==> src/rtl/output_periph.sv <==
// Memory-mapped output peripheral: LED, seven-segment and optional LCD registers with byte-lane writes.
// Optional LCD register is compiled only when OUTPUT_PERIPH_LCD_EN is defined.

module output_periph_lane #(
    parameter int W = 8
) (
    input  logic         clk,
    input  logic         rst,
    input  logic         we,
    input  logic [W-1:0] d,
    output logic [W-1:0] q
);
    always_ff @(posedge clk) begin
        if (rst)
            q <= '0;
        else if (we)
            q <= d;
    end
endmodule

module output_periph (
    input  logic        clk,
    input  logic        rst_n,
    input  logic [7:0]  addr,
    input  logic [31:0] w_data,
    input  logic        wr_en,
    input  logic [3:0]  bmask,
    output logic [31:0] rd_data,
    output logic [6:0]  io_hex0,
    output logic [6:0]  io_hex1,
    output logic [6:0]  io_hex2,
    output logic [6:0]  io_hex3,
    output logic [6:0]  io_hex4,
    output logic [6:0]  io_hex5,
    output logic [6:0]  io_hex6,
    output logic [6:0]  io_hex7,
    output logic [31:0] io_ledr,
    output logic [31:0] io_ledg,
    output logic [31:0] io_lcd
);
    localparam int NUM_LANES = 4;
    localparam int LANE_W    = 8;
    localparam int HEX_W     = 7;
    localparam int NUM_HEX   = 8;

    localparam logic [5:0] W_LEDR   = 6'h00;
    localparam logic [5:0] W_LEDG   = 6'h04;
    localparam logic [5:0] W_HEX_LO = 6'h08;
    localparam logic [5:0] W_HEX_HI = 6'h09;
    localparam logic [5:0] W_LCD    = 6'h0C;

    typedef struct packed {
        logic [5:0]           word;
        logic [NUM_LANES-1:0] lanes;
    } wr_req_t;

    wr_req_t req;
    logic [NUM_LANES-1:0][LANE_W-1:0] wdata_b;
    logic [NUM_LANES-1:0] we_ledr, we_ledg, we_hex_lo, we_hex_hi, we_lcd;
    logic [NUM_LANES-1:0][LANE_W-1:0] ledr_q, ledg_q, lcd_q;
    logic [NUM_HEX-1:0][HEX_W-1:0] hex_q;
    logic unused_addr_bits;

    assign unused_addr_bits = ^addr[1:0];
    assign wdata_b = w_data;

    // Write strobe folded into lane enables, so bmask=0 or wr_en=0 writes nothing.
    always_comb begin
        req.word  = addr[7:2];
        req.lanes = wr_en ? bmask : '0;
        we_ledr   = (req.word == W_LEDR)   ? req.lanes : '0;
        we_ledg   = (req.word == W_LEDG)   ? req.lanes : '0;
        we_hex_lo = (req.word == W_HEX_LO) ? req.lanes : '0;
        we_hex_hi = (req.word == W_HEX_HI) ? req.lanes : '0;
`ifdef OUTPUT_PERIPH_LCD_EN
        we_lcd    = (req.word == W_LCD)    ? req.lanes : '0;
`else
        we_lcd    = '0;
`endif
    end

    genvar g;
    generate
        for (g = 0; g < NUM_LANES; g++) begin : g_lane
            output_periph_lane #(.W(LANE_W)) u_ledr (
                .clk(clk), .rst(rst_n), .we(we_ledr[g]), .d(wdata_b[g]), .q(ledr_q[g])
            );
            output_periph_lane #(.W(LANE_W)) u_ledg (
                .clk(clk), .rst(rst_n), .we(we_ledg[g]), .d(wdata_b[g]), .q(ledg_q[g])
            );
            // HEX lanes keep only the 7 segment bits; bit 7 of each byte is dropped.
            output_periph_lane #(.W(HEX_W)) u_hex_lo (
                .clk(clk), .rst(rst_n), .we(we_hex_lo[g]), .d(wdata_b[g][HEX_W-1:0]), .q(hex_q[g])
            );
            output_periph_lane #(.W(HEX_W)) u_hex_hi (
                .clk(clk), .rst(rst_n), .we(we_hex_hi[g]), .d(wdata_b[g][HEX_W-1:0]),
                .q(hex_q[g+NUM_LANES])
            );
`ifdef OUTPUT_PERIPH_LCD_EN
            output_periph_lane #(.W(LANE_W)) u_lcd (
                .clk(clk), .rst(rst_n), .we(we_lcd[g]), .d(wdata_b[g]), .q(lcd_q[g])
            );
`else
            assign lcd_q[g] = '0;
`endif
        end
    endgenerate

    function automatic logic [31:0] hex_word(input logic [NUM_LANES-1:0][HEX_W-1:0] h);
        logic [31:0] w;
        w = '0;
        for (int i = 0; i < NUM_LANES; i++)
            w[i*LANE_W +: LANE_W] = {1'b0, h[i]};
        return w;
    endfunction

    always_comb begin
        rd_data = '0;
        case (addr[7:2])
            W_LEDR:   rd_data = ledr_q;
            W_LEDG:   rd_data = ledg_q;
            W_HEX_LO: rd_data = hex_word(hex_q[3:0]);
            W_HEX_HI: rd_data = hex_word(hex_q[7:4]);
`ifdef OUTPUT_PERIPH_LCD_EN
            W_LCD:    rd_data = lcd_q;
`endif
            default:  rd_data = '0;
        endcase
    end

    assign io_ledr = ledr_q;
    assign io_ledg = ledg_q;
    assign io_lcd  = lcd_q;
    assign io_hex0 = hex_q[0];
    assign io_hex1 = hex_q[1];
    assign io_hex2 = hex_q[2];
    assign io_hex3 = hex_q[3];
    assign io_hex4 = hex_q[4];
    assign io_hex5 = hex_q[5];
    assign io_hex6 = hex_q[6];
    assign io_hex7 = hex_q[7];
endmodule

==> config.mk <==
export PLATFORM = sky130hd
export DESIGN_NAME = output_periph
export DESIGN_NICKNAME = d
export VERILOG_FILES = /design/src/rtl/output_periph.sv
export SDC_FILE = /design/constraint.sdc
export NUM_CORES = 1
export LEC_CHECK = 0
export CAP_MARGIN = 30
export CORE_MARGIN = 8
export CORE_UTILIZATION = 44
export CTS_BUF_LIST = sky130_fd_sc_hd__clkbuf_16
export CTS_CLUSTER_DIAMETER = 120
export CTS_CLUSTER_SIZE = 16
export DETAILED_ROUTE_END_ITERATION = 7
export PLACE_DENSITY_LB_ADDON = 0.3
export SYNTH_ARGS = -nofsm -noshare
export SYNTH_HDL_FRONTEND = slang
export SYNTH_HIERARCHICAL = 1
export SYNTH_SLANG_ARGS = --single-unit
==> constraint.sdc <==
create_clock -name clk -period 2.2 [get_ports clk]
set_clock_uncertainty 0.1 [all_clocks]
set_input_delay 0.44 -clock clk [delete_from_list [all_inputs] [get_ports clk]]
set_output_delay 0.44 -clock clk [all_outputs]
set_load 0.1 [all_outputs]
==> impl_metrics.ini, run 1 <==
[status]
status = complete, but fails checks
violations = negative setup slack

[worst_setup_path]
crit_required_ps = 1660
crit_type = input port to primary output
critPathTopFamily = simple AND/OR/NAND/NOR gates
crit_path_max_incr_delay_ps = 430
critical_path_buf_inv_count = 4
startpoint_type = input port
slowest_stage = or3b_4
cp-end-kind = primary output
critical_path.cell_chain = buf_6 -> or3_4 -> buf_6 -> or3b_4 -> buf_12 -> o22ai_4 -> buf_12
cp_max_fo = 19
arrival_ps = 2070
timing.rr.start = g_lane[0].u_ledg/q[3]
crit_start = addr[6]

[yosys]
synth_top_area_frac = 0.418
synthDistinctLibCells = 19
ys.warnings.count = 6
avgSynthCellArea_um2 = 10.5
synth_area_um2 = 5740
yosysSeqAreaShare = 0.418
netlist_top_cells_count = 180 x mux2i_1, 124 x nor2_1, 120 x dfxtp_1
netlist.top_cell.by_area = dfxtp_1
synth-edff-count = 0
synthArstFlopShare = 0
synthFlopType = dfxtp_1
yosys-top-cells-area = dfxtp_1 42%, mux2i_1 31%, nor2_1 8.1%
synthCells = 547
synth-seq-cells = 120
yosys.cell_count.top_type = mux2i_1

[timing]
final-max-slew-violation-count = 0
rsz0062_at_grt = true
fmax_ghz = 0.383
final_hold_viol_count = 0
max_slew_margin = 0.639
setup_violations = 32
post-route-period-util = 1.19
tightest_slew_ps = 542
fin_crit_ps = 2610
setup_slack_ps = -410

[floorplanning]
die_area_um2 = 17000
die_h_um = 130
initial_core_util = 0.453
boundaryPins = 231
core_um2 = 12700
num_rows = 41
die_w_um = 130

[detailed_routing]
vias = 4792
routed_wl_um = 17900
first_pass_iters = 4
drc = 0
drtAntennaViolNets = 0
drtIter0Drc = 209
drt-wirelength-per-cell_um = 18.8
via_per_inst = 5.02

[cts]
cts_max_path_buffers = 2
clock_latency_ps = 400
cts_tree = yes
hold_buffers = 0
cts_max_level = 4
clkSinkCount = 120
clock-root-buffer = clkbuf_16
cts_made_buffers = 17
clk_pin_slew_worst_paths_ps = 50

[layout]
layout-drive-gt1-share = 0.345
final_nets = 818
final_util = 0.711
syn_to_final_growth_pct = 56.9
antennaDiodeCount = 0

[place]
dp_hpwl_um = 12800
place_congestion = 0.818
io_buffers = 196
dp_slack_ps = -638

[power]
ir_worst_vdd_mv = 0.668
power.leakage_nw = 3.58
power_density_nw_per_um2 = 604

[hold_path]
hp-start = g_lane[2].u_ledr/q[4]
hold_class = register to register

[global_route]
grt_max_degree = 121
first_global_vias = 5123
grt_usage = 0.208
grt_pass1_wl_um = 27700
grt_antenna_before_repair = 0
overflow = 0

[flow_run]
cap_violations = 0
==> registers in the layout, indices dropped and copies added, names as in the netlist <==
| register | count |
|---|---|
| g_lane.u_hex_hi/q | 28 |
| g_lane.u_hex_lo/q | 28 |
| g_lane.u_ledg/q | 32 |
| g_lane.u_ledr/q | 32 |
==> repair_timing <==
| item | 4_1_cts | 5_1_grt |
|---|---|---|
| gates cloned | 5 | 0 |
| gates resized for setup | 21 | 6 |
| buffers inserted | 5 | 0 |
| endpoints found under the setup margin | 100 | 32 |
| pin swaps | 22 | 4 |
==> worst reg2reg max path, delay by kind of cell, from the launching register on <==
kind	cells	cell delay, ps
flops	1	340
simple gates	1	80
mux	1	160
==> layer usage <==
| metal | GRT usage | part of all wire | vias up |
|---|---|---|---|
| li1 | - | - | 2286 |
| met1 | 0.232 | 0.40 | 2323 |
| met2 | 0.370 | 0.52 | 160 |
| met3 | 0.0490 | 0.060 | 23 |
| met4 | 0.0902 | 0.023 | 0 |
| met5 | 0 | 0 | - |
==> layout make-up <==
class | instances | area [um^2]
Timing Repair Buffer | 247 | 2650
Sequential cell | 120 | 2400
Tap cell | 172 | 215
Clock inverter | 13 | 140
Fill cell | 896 | 3660
Clock buffer | 17 | 425
Multi-Input combinational cell | 385 | 3170
==> cells in the final DEF, fill, tap and decap left out, drive strengths merged <==
cell type      Yosys  layout
nor3b              1       1
dlymetal6s2s       0       1
dfxtp            120     120
o22ai             28      28
clkbuf             5      17
bufinv             0       3
or3                2       2
or3b               1       1
and4b              8       8
mux2i            180     180
nor2             124     124
and4               8       8
inv                0       2
clkinvlp           0       2
clkdlybuf4s50      0      37
conb               1      32
buf               68     209
nor3               1       1
clkinv             0       6
==> worst paths after layout <==
check / slack [ps] / cells after the start / end
min reg2reg: 420 / 2 / g_lane[2].u_ledr/q[4]
max reg2reg: 1380 / 2 / g_lane[0].u_ledg/q[3]
max: -410 / 7 / rd_data[0]
min: 420 / 2 / g_lane[2].u_ledr/q[4]
==> power by group <==
part | internal (mW) | switching (mW) | leakage (nW) | total [mW]
registers | 2.18 | 0.00443 | 0.966 | 2.18
clock network | 1.74 | 0.946 | 0.282 | 2.69
logic | 0.147 | 0.425 | 2.33 | 0.572
==> stage by stage <==
| step | hold slack (ps) | total power, mW | TNS (ps) | cell area, um^2 | instances |
|---|---|---|---|---|---|
| finish | 422 | 5.44 | -11730 | 9010 | 954 |
| detailed placement | 412 | 2.78 | -70260 | 8240 | 915 |
| global placement | 403 | 2.78 | -62750 | 8240 | 915 |
| CTS | 429 | 5.46 | -12300 | 9020 | 955 |
| global route | 450 | 5.58 | -12410 | 9010 | 954 |
| floorplan | 412 | 2.66 | -12040 | 6170 | 578 |
==> cells by family (layout without fill, tap and decap cells) <==
group           Yosys count  in the layout  share of synthesized area
compound gates           28             28                     0.0534
flops                   120            120                      0.418
simple gates            145            145                      0.114
other cells               1             32                   0.000653
buf+inv                  73            277                     0.0998
mux                     180            180                      0.314
Note: power is estimated with default switching activity, not from simulation.
==> run 2: changes to the inputs <==
Settings changed: GPL_ROUTABILITY_DRIVEN set to 0.
==> results of run 2 <==
Final layout, timing and power as in run 1 (identical DEF).
==> run 3: changes to the inputs <==
Settings changed: CORE_MARGIN 8 to unset.
==> run 3 against run 2 <==
Net effect:
- flip-flop and latch count stayed put
- cell area is 2.2% lower
- critical endpoint is now rd_data[2]
- clock-buffer cell count stayed put
- worst hold slack worse by 1.4 ps
- the flow still finishes with violations (negative setup slack)
- via count is 0.15% higher
- worst setup slack better by 21 ps
- largest power group unchanged
- sequential power hardly changed
- highest routed layer unchanged
- combinational power is 1% lower
- clock power is 16% lower
- register-to-register slack hardly changed
- utilization is 1.5 points lower
==> impl_metrics.ini, run 3 (synthesis results as in run 1) <==
[cts]
cts_made_buffers = 17
clkSinkCount = 120
cts_max_path_buffers = 2
clk_pin_slew_worst_paths_ps = 50
cts_max_level = 4
cts_tree = yes
clock_latency_ps = 400
clock-root-buffer = clkbuf_16

[place]
io_buffers = 196
dp_hpwl_um = 11300
dp_slack_ps = -608

[worst_setup_path]
crit_type = input port to primary output
crit_path_max_incr_delay_ps = 440
cp_max_fo = 13
arrival_ps = 2050
startpoint_type = input port
r2r_end = g_lane[1].u_hex_hi/q[5]
slowest_stage = or3b_4
crit_required_ps = 1660
reg2reg_slack_ps = 1380
timing.rr.start = g_lane[1].u_hex_hi/q[5]
crit_path_frequent_cell = buf_12
critical_path.cell_chain = buf_6 -> or3_4 -> buf_4 -> or3b_4 -> buf_12 -> o22ai_4 -> buf_12
rr_worst_depth = 2
cp-end-kind = primary output

[floorplanning]
initial_core_util = 0.453
core_um2 = 12700
die_h_um = 116
boundaryPins = 231
die_w_um = 116
die_area_um2 = 13500
num_rows = 41

[power]
ir_worst_vdd_mv = 0.444
power.leakage_nw = 3.53
seqPwrFrac = 0.437
power.internal_mw = 3.69
p_sw_frac = 0.262
p_comb_frac = 0.113
clockPowerShare = 0.450
power_density_nw_per_um2 = 568
switching_power_mw = 1.31

[timing]
max_slew_margin = 0.633
tightest_slew_ps = 550
fin_crit_ps = 2590
setup_slack_ps = -389
setup_violations = 32
final_hold_viol_count = 0
rsz0062_at_grt = true
final-max-slew-violation-count = 0
post-route-period-util = 1.18
fmax_ghz = 0.386

[layout]
syn_to_final_growth_pct = 53.5
antennaDiodeCount = 0
final_util = 0.696
layout-drive-gt1-share = 0.338
layout_common_cells = 180 x mux2i_1, 162 x buf_4, 120 x nor2_1, 120 x dfxtp_1, 40 x buf_12
final_nets = 820
final.fill_count = 940
reg_top3 = g_lane.u_ledg/q: 32 flops, g_lane.u_ledr/q: 32 flops
final_common_cell = mux2i_1

[global_route]
overflow = 0
grt_pass1_wl_um = 24600
grt_usage = 0.243
grt_max_degree = 121
first_global_vias = 4648
grt_antenna_before_repair = 0

[detailed_routing]
drc = 0
drt-wirelength-per-cell_um = 16.8
routed_wl_um = 16000
via_per_inst = 5.01
vias = 4799
drtAntennaViolNets = 0
drtIter0Drc = 189
first_pass_iters = 5

[flow_run]
cap_violations = 0

[hold_path]
hold_path_end = g_lane[3].u_hex_lo/q[3]
hold_class = register to register
hold_depth = 2
hp-start = g_lane[3].u_hex_lo/q[3]

[status]
status = complete, but fails checks
violations = negative setup slack
## run 3: changes by cell type in the layout (fill, tap and decap cells not counted), sizes merged
| cell | delta |
|---|---|
| inv | +4 |
| bufinv | -3 |
| clkinv | +2 |
| clkinvlp | -2 |
| buf | +1 |
| bufbuf | +1 |
| clkdlybuf4s50 | +1 |
| dlymetal6s2s | -1 |
## run 3: power by group through the flow
stage | registers (mW) | clock network, mW | logic [mW]
after floorplan | 2.26 | 0 | 0.397
after global placement | 2.23 | 0 | 0.546
after detailed placement | 2.23 | 0 | 0.554
after CTS | 2.19 | 2.30 | 0.565
after global routing | 2.18 | 2.42 | 0.588
final | 2.19 | 2.25 | 0.565
## run 3: worst max-delay path, delay by kind of cell
kind | cells | cell delay (ps)
AOI/OAI and AO/OA | 1 | 140
buffers and inverters | 4 | 630
and+or+nand+nor | 2 | 830
## run 3: worst max-delay path by stage
stage               cells past startpoint     endpoint  startpoint
finish                                  7   rd_data[2]     addr[6]
CTS                                     7   rd_data[0]     addr[6]
floorplan                               5  rd_data[10]     addr[3]
detailed placement                      6  rd_data[12]     addr[3]
global placement                        6  rd_data[10]     addr[3]
global route                            7  rd_data[30]     addr[6]
## run 3: layer usage
layer / track usage / part of all wire / wire (um) / vias up
li1: - / - / - / 2300
met1: 0.283 / 0.42 / 6690 / 2297
met3: 0.0701 / 0.051 / 818 / 18
met5: 0 / 0 / 0 / -
met2: 0.421 / 0.52 / 8270 / 184
met4: 0.0949 / 0.016 / 256 / 0
## run 3: area by class of cell
class / instances / area (um^2) / area share
flip-flops and latches: 120 / 2400 / 0.272
clock inverters: 14 / 55.1 / 0.00624
well taps: 172 / 215 / 0.0244
repair buffers: 249 / 2540 / 0.289
multi-input cells: 385 / 3170 / 0.360
clock buffers: 17 / 425 / 0.0483
## run 3: per-stage QoR
stage | setup TNS, ps | power (mW) | hold slack (ps) | cells | cell area, um^2
6_report | -11660 | 5.01 | 420 | 957 | 8820
5_1_grt | -12820 | 5.19 | 451 | 957 | 8820
4_1_cts | -11890 | 5.05 | 425 | 957 | 8820
3_5_place_dp | -69710 | 2.78 | 412 | 921 | 8220
3_3_place_gp | -63380 | 2.78 | 404 | 921 | 8220
2_1_floorplan | -12040 | 2.66 | 412 | 578 | 6170
## run 3: repair_timing
action	4_1_cts	5_1_grt
buffers inserted	2	0
gates cloned	3	0
hold buffers	0	0
pin swaps	25	2
gates resized for setup	13	0
endpoints found under the setup margin	82	32
